--- src/rtl/instruction_encoder.sv ---
// -----------------------------------------------------------------------------
// instruction_encoder
//
// Purpose:
//   Builds 32-bit MIPS-subset instruction words from field-level requests and
//   streams them, with sequential word addresses, to an instruction-memory
//   write port. A DEPTH-entry FIFO decouples the request side from the memory
//   side, and each side uses a valid/ready handshake.
//
// Ports:
//   clk, rst_n      rising-edge clock, asynchronous active-low reset
//   flush           synchronous clear: empties the FIFO, out_addr <= BASE_ADDR
//   in_valid/ready  request handshake (accepted when both are high)
//   in_kind         0 R, 1 ADDIU, 2 ANDI, 3 BEQ, 4 BNE, 5 LW, 6 SW, 7 J
//   in_rs/rt/rd     register fields
//   in_shamt/funct  R-type shift amount and function code
//   in_imm          16-bit immediate/offset for I-type kinds
//   in_target       26-bit jump target for J
//   out_valid/ready memory-side handshake (word taken when both are high)
//   out_addr        word address of out_instr
//   out_instr       encoded instruction at the FIFO head (0 when empty)
//   count           FIFO occupancy
//   addr_wrap       one-cycle pulse after a pop that wraps out_addr to 0
// -----------------------------------------------------------------------------
module instruction_encoder #(
  parameter int DEPTH     = 4,
  parameter int ADDR_W    = 8,
  parameter int BASE_ADDR = 0
) (
  input  logic                     clk,
  input  logic                     rst_n,
  input  logic                     flush,
  input  logic                     in_valid,
  output logic                     in_ready,
  input  logic [2:0]               in_kind,
  input  logic [4:0]               in_rs,
  input  logic [4:0]               in_rt,
  input  logic [4:0]               in_rd,
  input  logic [4:0]               in_shamt,
  input  logic [5:0]               in_funct,
  input  logic [15:0]              in_imm,
  input  logic [25:0]              in_target,
  output logic                     out_valid,
  input  logic                     out_ready,
  output logic [ADDR_W-1:0]        out_addr,
  output logic [31:0]              out_instr,
  output logic [$clog2(DEPTH):0]   count,
  output logic                     addr_wrap
);

  localparam int PTR_W = $clog2(DEPTH);
  localparam int CNT_W = PTR_W + 1;
  localparam logic [ADDR_W-1:0] BASE = ADDR_W'(BASE_ADDR);

  typedef enum logic [2:0] {
    K_R     = 3'd0,
    K_ADDIU = 3'd1,
    K_ANDI  = 3'd2,
    K_BEQ   = 3'd3,
    K_BNE   = 3'd4,
    K_LW    = 3'd5,
    K_SW    = 3'd6,
    K_J     = 3'd7
  } kind_e;

  typedef enum logic [1:0] {
    S_IDLE   = 2'd0,
    S_ACTIVE = 2'd1,
    S_FULL   = 2'd2
  } state_e;

  // ---------------------------------------------------------------------------
  // Combinational encoder: fields a kind does not use are simply not selected.
  // ---------------------------------------------------------------------------
  logic [31:0] enc_instr;

  // NOTE: every signal assigned in an always_comb gets a default first, so no
  // path through the block leaves it unassigned and no latch is inferred.
  always_comb begin
    enc_instr = '0;
    case (kind_e'(in_kind))
      K_R:     enc_instr = {6'b000000, in_rs, in_rt, in_rd, in_shamt, in_funct};
      K_ADDIU: enc_instr = {6'b001001, in_rs, in_rt, in_imm};
      K_ANDI:  enc_instr = {6'b001100, in_rs, in_rt, in_imm};
      K_BEQ:   enc_instr = {6'b000100, in_rs, in_rt, in_imm};
      K_BNE:   enc_instr = {6'b000101, in_rs, in_rt, in_imm};
      K_LW:    enc_instr = {6'b100011, in_rs, in_rt, in_imm};
      K_SW:    enc_instr = {6'b101011, in_rs, in_rt, in_imm};
      K_J:     enc_instr = {6'b000010, in_target};
      default: enc_instr = '0;
    endcase
  end

  // ---------------------------------------------------------------------------
  // FIFO bookkeeping
  // ---------------------------------------------------------------------------
  logic [31:0]       fifo_mem [DEPTH];
  logic [PTR_W-1:0]  wr_ptr_q, wr_ptr_d;
  logic [PTR_W-1:0]  rd_ptr_q, rd_ptr_d;
  logic [CNT_W-1:0]  count_q, count_d;
  logic [ADDR_W-1:0] out_addr_q, out_addr_d;
  logic              addr_wrap_q, addr_wrap_d;
  state_e            state_q, state_d;

  logic push;
  logic pop;

  assign push = in_valid & in_ready;
  assign pop  = out_valid & out_ready;

  always_comb begin
    wr_ptr_d    = wr_ptr_q;
    rd_ptr_d    = rd_ptr_q;
    count_d     = count_q;
    out_addr_d  = out_addr_q;
    addr_wrap_d = 1'b0;
    if (flush) begin
      // Flush wins over any handshake in the same cycle; the request
      // presented alongside it is dropped.
      wr_ptr_d   = '0;
      rd_ptr_d   = '0;
      count_d    = '0;
      out_addr_d = BASE;
    end else begin
      if (push) begin
        wr_ptr_d = wr_ptr_q + PTR_W'(1);
      end
      if (pop) begin
        rd_ptr_d    = rd_ptr_q + PTR_W'(1);
        out_addr_d  = out_addr_q + ADDR_W'(1);
        addr_wrap_d = &out_addr_q;
      end
      case ({push, pop})
        2'b10:   count_d = count_q + CNT_W'(1);
        2'b01:   count_d = count_q - CNT_W'(1);
        default: count_d = count_q;
      endcase
    end
  end

  // NOTE: sequential state is updated with non-blocking assignments so every
  // flop samples its _d value from before the edge, independent of order.
  always_ff @(posedge clk or negedge rst_n) begin
    if (!rst_n) begin
      wr_ptr_q    <= '0;
      rd_ptr_q    <= '0;
      count_q     <= '0;
      out_addr_q  <= BASE;
      addr_wrap_q <= 1'b0;
    end else begin
      wr_ptr_q    <= wr_ptr_d;
      rd_ptr_q    <= rd_ptr_d;
      count_q     <= count_d;
      out_addr_q  <= out_addr_d;
      addr_wrap_q <= addr_wrap_d;
    end
  end

  // NOTE: the storage array has no reset; entries are only visible once the
  // occupancy logic says they were written, so resetting them buys nothing.
  always_ff @(posedge clk) begin
    if (push && !flush) begin
      fifo_mem[wr_ptr_q] <= enc_instr;
    end
  end

  // ---------------------------------------------------------------------------
  // Occupancy FSM: state register / next state / outputs
  // ---------------------------------------------------------------------------
  always_ff @(posedge clk or negedge rst_n) begin
    if (!rst_n) begin
      state_q <= S_IDLE;
    end else begin
      state_q <= state_d;
    end
  end

  // Next state tracks the next occupancy, so the state always agrees with
  // count_q after each edge.
  always_comb begin
    state_d = S_ACTIVE;
    if (count_d == '0) begin
      state_d = S_IDLE;
    end else if (count_d == CNT_W'(DEPTH)) begin
      state_d = S_FULL;
    end
  end

  always_comb begin
    in_ready  = 1'b1;
    out_valid = 1'b0;
    case (state_q)
      S_IDLE: begin
        in_ready  = 1'b1;
        out_valid = 1'b0;
      end
      S_ACTIVE: begin
        in_ready  = 1'b1;
        out_valid = 1'b1;
      end
      S_FULL: begin
        in_ready  = 1'b0;
        out_valid = 1'b1;
      end
      default: begin
        in_ready  = 1'b1;
        out_valid = 1'b0;
      end
    endcase
  end

  // Head word is masked to zero while empty so stale entries never show.
  assign out_instr = out_valid ? fifo_mem[rd_ptr_q] : 32'h0;
  assign out_addr  = out_addr_q;
  assign count     = count_q;
  assign addr_wrap = addr_wrap_q;

endmodule

--- config.mk ---
export PLATFORM = sky130hd
export DESIGN_NAME = instruction_encoder
export DESIGN_NICKNAME = d
export VERILOG_FILES = /design/src/rtl/instruction_encoder.sv
export SDC_FILE = /design/constraint.sdc
export NUM_CORES = 1
export LEC_CHECK = 0
export CORE_ASPECT_RATIO = 1.25
export CORE_MARGIN = 2
export CORE_UTILIZATION = 51
export DETAILED_ROUTE_END_ITERATION = 6
export PLACE_DENSITY_LB_ADDON = 0.05
export SLEW_MARGIN = 20
export SYNTH_ARGS = -nofsm -noshare
export SYNTH_HDL_FRONTEND = slang
export SYNTH_SLANG_ARGS = --single-unit
--- constraint.sdc ---
create_clock -name clk -period 6.3 [get_ports clk]
set_input_delay 1.26 -clock clk [delete_from_list [all_inputs] [get_ports clk]]
set_output_delay 1.26 -clock clk [all_outputs]
set_load 0.1 [all_outputs]
==> metrics, run 1 <==
Pwr Total=3.697 mW; Clock Latency Late Sink=0.41 ns; Critical Path RT=5.04 ns; core footprint=11990 um2; deepest clock path buffer count=2; worst r2r dst=state_q[1]; Hold Path Cell Cnt=2; GRT Overall Usage=0.1951; chip width=102.6 um; Leak=2.862 nW; Switch Pwr=1.449 mW; syn_nets=450; HP Start=out_addr[6]; WP data arrival=3.28 ns; largest net degree at the start of global routing=33; placed instance count=632; Worst R2R Setup Slack=3.79 ns; grt total ovfl=0; H-tree Lvls=4; Post-DRT Antenna Nets=0; Layout fillers=873; first-pass iteration count of the detailed router=4; Tmin final=4.536 ns; proportion of power drawn by combinational gates=0.392; routed vias/inst=5.326; IO Port Bufs=120; synth warn=0; asr flop ratio synth=0.1268; Root Buffer=clkbuf_16; Area after DPL=7475 um2; VDD IR max=0.2504 mV; fin cells=663; Internal=2.248 mW; synth unique cells=38; Mapped Cells=366; clock sink count=142; period utilisation layout=0.7200; CTS tree=yes; outcome=finished clean; initial core utilization=0.5165; Min-Delay Path Class=register to register; fin util=0.6790; # DRC=0; number of synthesized flops with an enable pin=124; hold buffer count at cts=0; via count=3531; skew final=0.006050 ns; clock network power share=0.300; Post-Layout Inst Area=8143 um2; Ports=122; crit start category=register; Post-Syn Area=6195 um2; flip-flop and latch area=4175 um2; Inserted Clock Buffers=17; dpl ws=2.124 ns; Worst Hold Path EP=addr_wrap; Diodes inserted=0; Slew Limit Headroom=0.3204; worst r2r src=state_q[0]; postcts setup bufs=0; Avg Inst Size Synth=16.93 um2; vias in the first global route=3556; CP Class=register to output pin; number of DRC markers in iteration 0=153; Final Max Slew Viols=0; register area share after synthesis=0.6738; CP max FO=22; die area=13050 um2; Power Density=454.0 nW/um2; Vert. Die Dim=127.2 um; worst hold slack=0.5634 ns; layout cells sized above 1=0.1583; hpwl dp=7514 um; crit end category=output pin; highest clock rate=220.4 MHz; first-pass GRT wire length=18550 um; initial antenna violation count=0; Hold Vio Cnt, Final=0; worst slew pin tran=1.016 ns; setup TNS=0 ns; synthesis-to-finish area growth=31.45%; CTS clk-pin slew, worst paths=0.06 ns; nets=571; R2R depth=8; unrepaired setup endpoints after global routing=false; # setup viols final=0; Post-synth top flop=edfxtp_1; std cell rows=45; Synth Register Bits=142; WL per Instance=17.88 um; switching part of the total power=0.3920; multi-input logic area=1849 um2; drt total wl=11860 um; max-cap violations=0; CTS-repair resized insts=0; RD Place Congestion=0.7197; Final WS setup=1.764 ns; sequential share of power=0.308
-- worst max-delay path by stage --
stage / startpoint / to / slack [ns] / cells after the start
2_1_floorplan: state_q[0] / out_instr[21] / 2.43 / 5
3_3_place_gp: rd_ptr_q[0] / out_instr[0] / 2.13 / 4
3_5_place_dp: rd_ptr_q[0] / out_instr[0] / 2.12 / 4
4_1_cts: rd_ptr_q[0] / out_instr[0] / 1.69 / 4
5_1_grt: state_q[0] / out_instr[26] / 1.59 / 5
6_report: rd_ptr_q[0] / out_instr[0] / 1.76 / 4
-- critical path, cell delays in order, from the launching register on --
cell             delay, ns
dfrtp_2               0.60
buf_4                 0.48
mux4_1                0.61
and2_1                0.17
clkdlybuf4s50_1       0.99
-- cell usage in the layout (no fill, tap or decap), types with 7 or more instances in the layout --
cell type          n
mux2i_1           20
mux2_2            10
mux4_2            28
ha_1               7
a21oi_1           22
edfxtp_1         124
dfrtp_1           17
clkbuf_16         17
clkdlybuf4s50_1  120
nor2_1            25
and2_1            31
inv_1              8
-- flip-flops by register name, indices dropped and copies added, names as in the netlist --
| name | cells |
|---|---|
| rd_ptr_q | 2 |
| out_addr | 8 |
| addr_wrap | 1 |
| wr_ptr_q | 2 |
| fifo_mem | 124 |
| state_q | 2 |
| count | 3 |
-- layer usage --
layer	wire, um	GRT usage	vias to the layer above
met5	0	0	-
met4	89	0.05569	0
met3	616	0.05635	7
met2	6127	0.3199	88
met1	5024	0.2547	1800
li1	-	-	1636
-- synth_stat cells, types with 5 or more instances --
cell	instances	share of area
buf_2	7	0.0057
mux2i_1	20	0.032
edfxtp_1	124	0.60
o21ai_0	6	0.0048
inv_1	8	0.0048
xnor2_1	5	0.0071
clkbuf_1	6	0.0036
mux4_2	28	0.10
or3_1	6	0.0061
and2_1	35	0.035
a21oi_1	22	0.018
ha_1	7	0.014
mux2_2	10	0.018
dfrtp_1	18	0.073
nor2_1	25	0.015
-- cell type report --
class,instances,share of cell area
Sequential cell,142,0.5128
Timing Repair Buffer,122,0.1494
Inverter,8,0.003688
Tap cell,164,0.02520
Clock inverter,14,0.02966
Clock buffer,17,0.05224
Multi-Input combinational cell,196,0.2271
-- kinds of logic (layout without fill, tap and decap cells) --
kind of cell	after synthesis	after routing	synth area share
compound gates	31	31	0.02626
xor+xnor	7	7	0.009897
fa+ha+maj	8	8	0.01737
buf+inv	28	161	0.02868
flops	142	142	0.6738
mux	61	61	0.1650
other cells	1	1	0.0006054
simple gates	88	88	0.07837
-- power groups by stage --
stage	Clock, mW	Combinational, mW	Sequential (mW)
floorplan	0	1.09	1.21
global placement	0	1.45	1.16
detailed placement	0	1.46	1.16
CTS	1.12	1.47	1.14
global route	1.17	1.52	1.15
finish	1.11	1.45	1.14
Note: power is estimated with default switching activity, not from simulation.
==> inputs of run 2 (changes only) <==
Clock period 6.3 ns to 4.3 ns, I/O delays scaled along.
==> run 2 against run 1 <==
Compared with the run above: flip-flop and latch count unchanged; largest power group unchanged; non-clock buffer count grew 4; core utilization fell by 0.76 points.
==> metrics, run 2 (same netlist as run 1, synthesis figures left out) <==
met2 usage=0.3314 (+0.01153); hold buffer count at cts=0 (unchanged); Leak=2.924 nW (+2.2%); Tmin final=3.115 ns; Final Max Slew Viols=0 (unchanged); crit start category=register; outcome=finished clean; via count=3517 (-0.40%); largest net degree at the start of global routing=33 (unchanged); # DRC=0 (unchanged); Hold Path Cell Cnt=2 (unchanged); worst slew pin tran=0.9772 ns (-0.03900 ns); Min-Delay Path Class=register to register; R2R depth=7 (-1); Critical Path RT=3.44 ns (-1.60 ns); WL per Instance=18.38 um (+2.8%); CTS clk-pin slew, worst paths=0.06 ns (about the same); core footprint=11990 um2 (unchanged); Vert. Die Dim=127.2 um (unchanged); Power Density=660.1 nW/um2 (+45%); Buf+Inv Stages, Crit Path=2 (unchanged); RD Place Congestion=0.7080 (-1.6%); routed vias/inst=5.273 (-0.99%); vias in the first global route=3605 (+1.4%); CP peak stage delay=0.55 ns (-0.44 ns); clock sink count=142 (unchanged); Layout fillers=874 (+0.11%); highest clock rate=321.0 MHz; CTS tree=yes; initial antenna violation count=0 (unchanged); postcts setup bufs=0 (unchanged); Hold Vio Cnt, Final=0 (unchanged); Slew Limit Headroom=0.3465 (+0.02608); nets=575 (+0.70%); Inserted Clock Buffers=17 (unchanged); deepest clock path buffer count=2 (unchanged); number of DRC markers in iteration 0=194 (+27%); VDD IR max=0.4645 mV (+85%); Most common cell on crit path=buf_4; worst r2r src=state_q[1]; initial core utilization=0.5165 (unchanged); Root Buffer=clkbuf_16; max-cap violations=0 (unchanged); grt total ovfl=0 (unchanged); HP Start=out_addr[7]; gr busiest metal=met2; crit end category=output pin; Slowest cell on crit path=mux4_2; skew final=0.005053 ns (-0.0009969 ns); delay-heaviest family, CP=buffers and inverters; worst r2r dst=state_q[1]; period utilisation layout=0.7245; setup TNS=0 ns (unchanged); crit-path cells=buf_4, mux4_2, and2_1, buf_4; Diodes inserted=0 (unchanged); first-pass GRT wire length=18960 um (+2.2%); Worst R2R Setup Slack=1.90 ns (-1.89 ns); max reg flops=124 (unchanged); drt total wl=12260 um (+3.4%); std cell rows=45 (unchanged); GRT met1 Usage=0.2531 (-0.001641); met3 Use GR=0.04595 (-0.01039); GRT Overall Usage=0.1974 (+0.002341); Reg with most FFs=fifo_mem; Clock Latency Late Sink=0.40 ns (about the same); fin cells=667 (+0.60%); IO Port Bufs=120 (unchanged); placed instance count=636 (+0.63%); commonest non-fill, non-tap cell in the layout=edfxtp_1; # setup viols final=0 (unchanged); Ports=122 (unchanged); CP max FO=15 (-32%); Post-DRT Antenna Nets=0 (unchanged); Worst Hold Path EP=out_addr[7]; first-pass iteration count of the detailed router=4 (unchanged); synthesis-to-finish area growth=29.97%; commonest non-fill, non-tap cells in the layout=124 x edfxtp_1, 88 x clkdlybuf4s50_1, 38 x buf_4; die area=13050 um2 (unchanged); hpwl dp=7579 um (+0.87%); CTS-repair resized insts=0 (unchanged); chip width=102.6 um (unchanged); CP Class=register to output pin; layout cells sized above 1=0.2247 (+0.06634); WP data arrival=2.26 ns (-1.02 ns); unrepaired setup endpoints after global routing=false; H-tree Lvls=4 (unchanged)
run 2: report_power, final:
group,switching [mW],leakage (nW),total (mW),internal [mW]
combinational,1.55,1.25,2.12,0.570
sequential,0.0503,1.37,1.65,1.60
clock,0.522,0.299,1.54,1.02
run 2: worst max path at each step:
stage | from | to | slack (ns) | cells after the start
after detailed placement | in_kind[1] | fifo_mem[0][12] | 1.11 | 4
after floorplan | state_q[0] | out_instr[21] | 0.83 | 5
after global placement | in_kind[2] | fifo_mem[2][7] | 1.20 | 4
after CTS | rd_ptr_q[0] | out_instr[26] | 1.13 | 4
after global routing | rd_ptr_q[0] | out_instr[0] | 1.06 | 4
final | rd_ptr_q[0] | out_instr[26] | 1.18 | 4
run 2: through the flow:
step | utilization | area [um2] | power (mW) | hold WS, ns | setup WS, ns
finish | 0.6714 | 8051 | 5.315 | 0.5641 | 1.185
floorplan | - | 6195 | 3.377 | 0.5425 | 0.8327
global placement | 0.6191 | 7425 | 3.811 | 0.5442 | 1.204
CTS | 0.6713 | 8050 | 5.363 | 0.5707 | 1.125
detailed placement | 0.6191 | 7425 | 3.821 | 0.5603 | 1.114
global route | 0.6714 | 8051 | 5.496 | 0.6026 | 1.057
run 2: tightest hold or removal path, delay by kind of cell, from the launching register on:
family | cells | cell delay, ns
DFF | 1 | 0.36
and+or+nand+nor | 1 | 0.11
muxes | 1 | 0.05
run 2: layout make-up:
| type | instances | area [um2] | area share |
|---|---|---|---|
| sequential | 142 | 4175 | 0.5186 |
| multi-input combinational | 196 | 1849 | 0.2297 |
| timing repair buffer | 126 | 1166 | 0.1448 |
| clock buffer | 18 | 429.2 | 0.05330 |
| tap | 164 | 205.2 | 0.02549 |
| clock inverter | 13 | 196.4 | 0.02440 |
| inverter | 8 | 30.03 | 0.003730 |
run 2: per-layer routing:
layer	wire (um)	part of all wire	up-vias
met5	0	0	-
met1	5221	0.43	1776
met4	125	0.010	0
li1	-	-	1648
met3	566	0.046	11
met2	6348	0.52	82
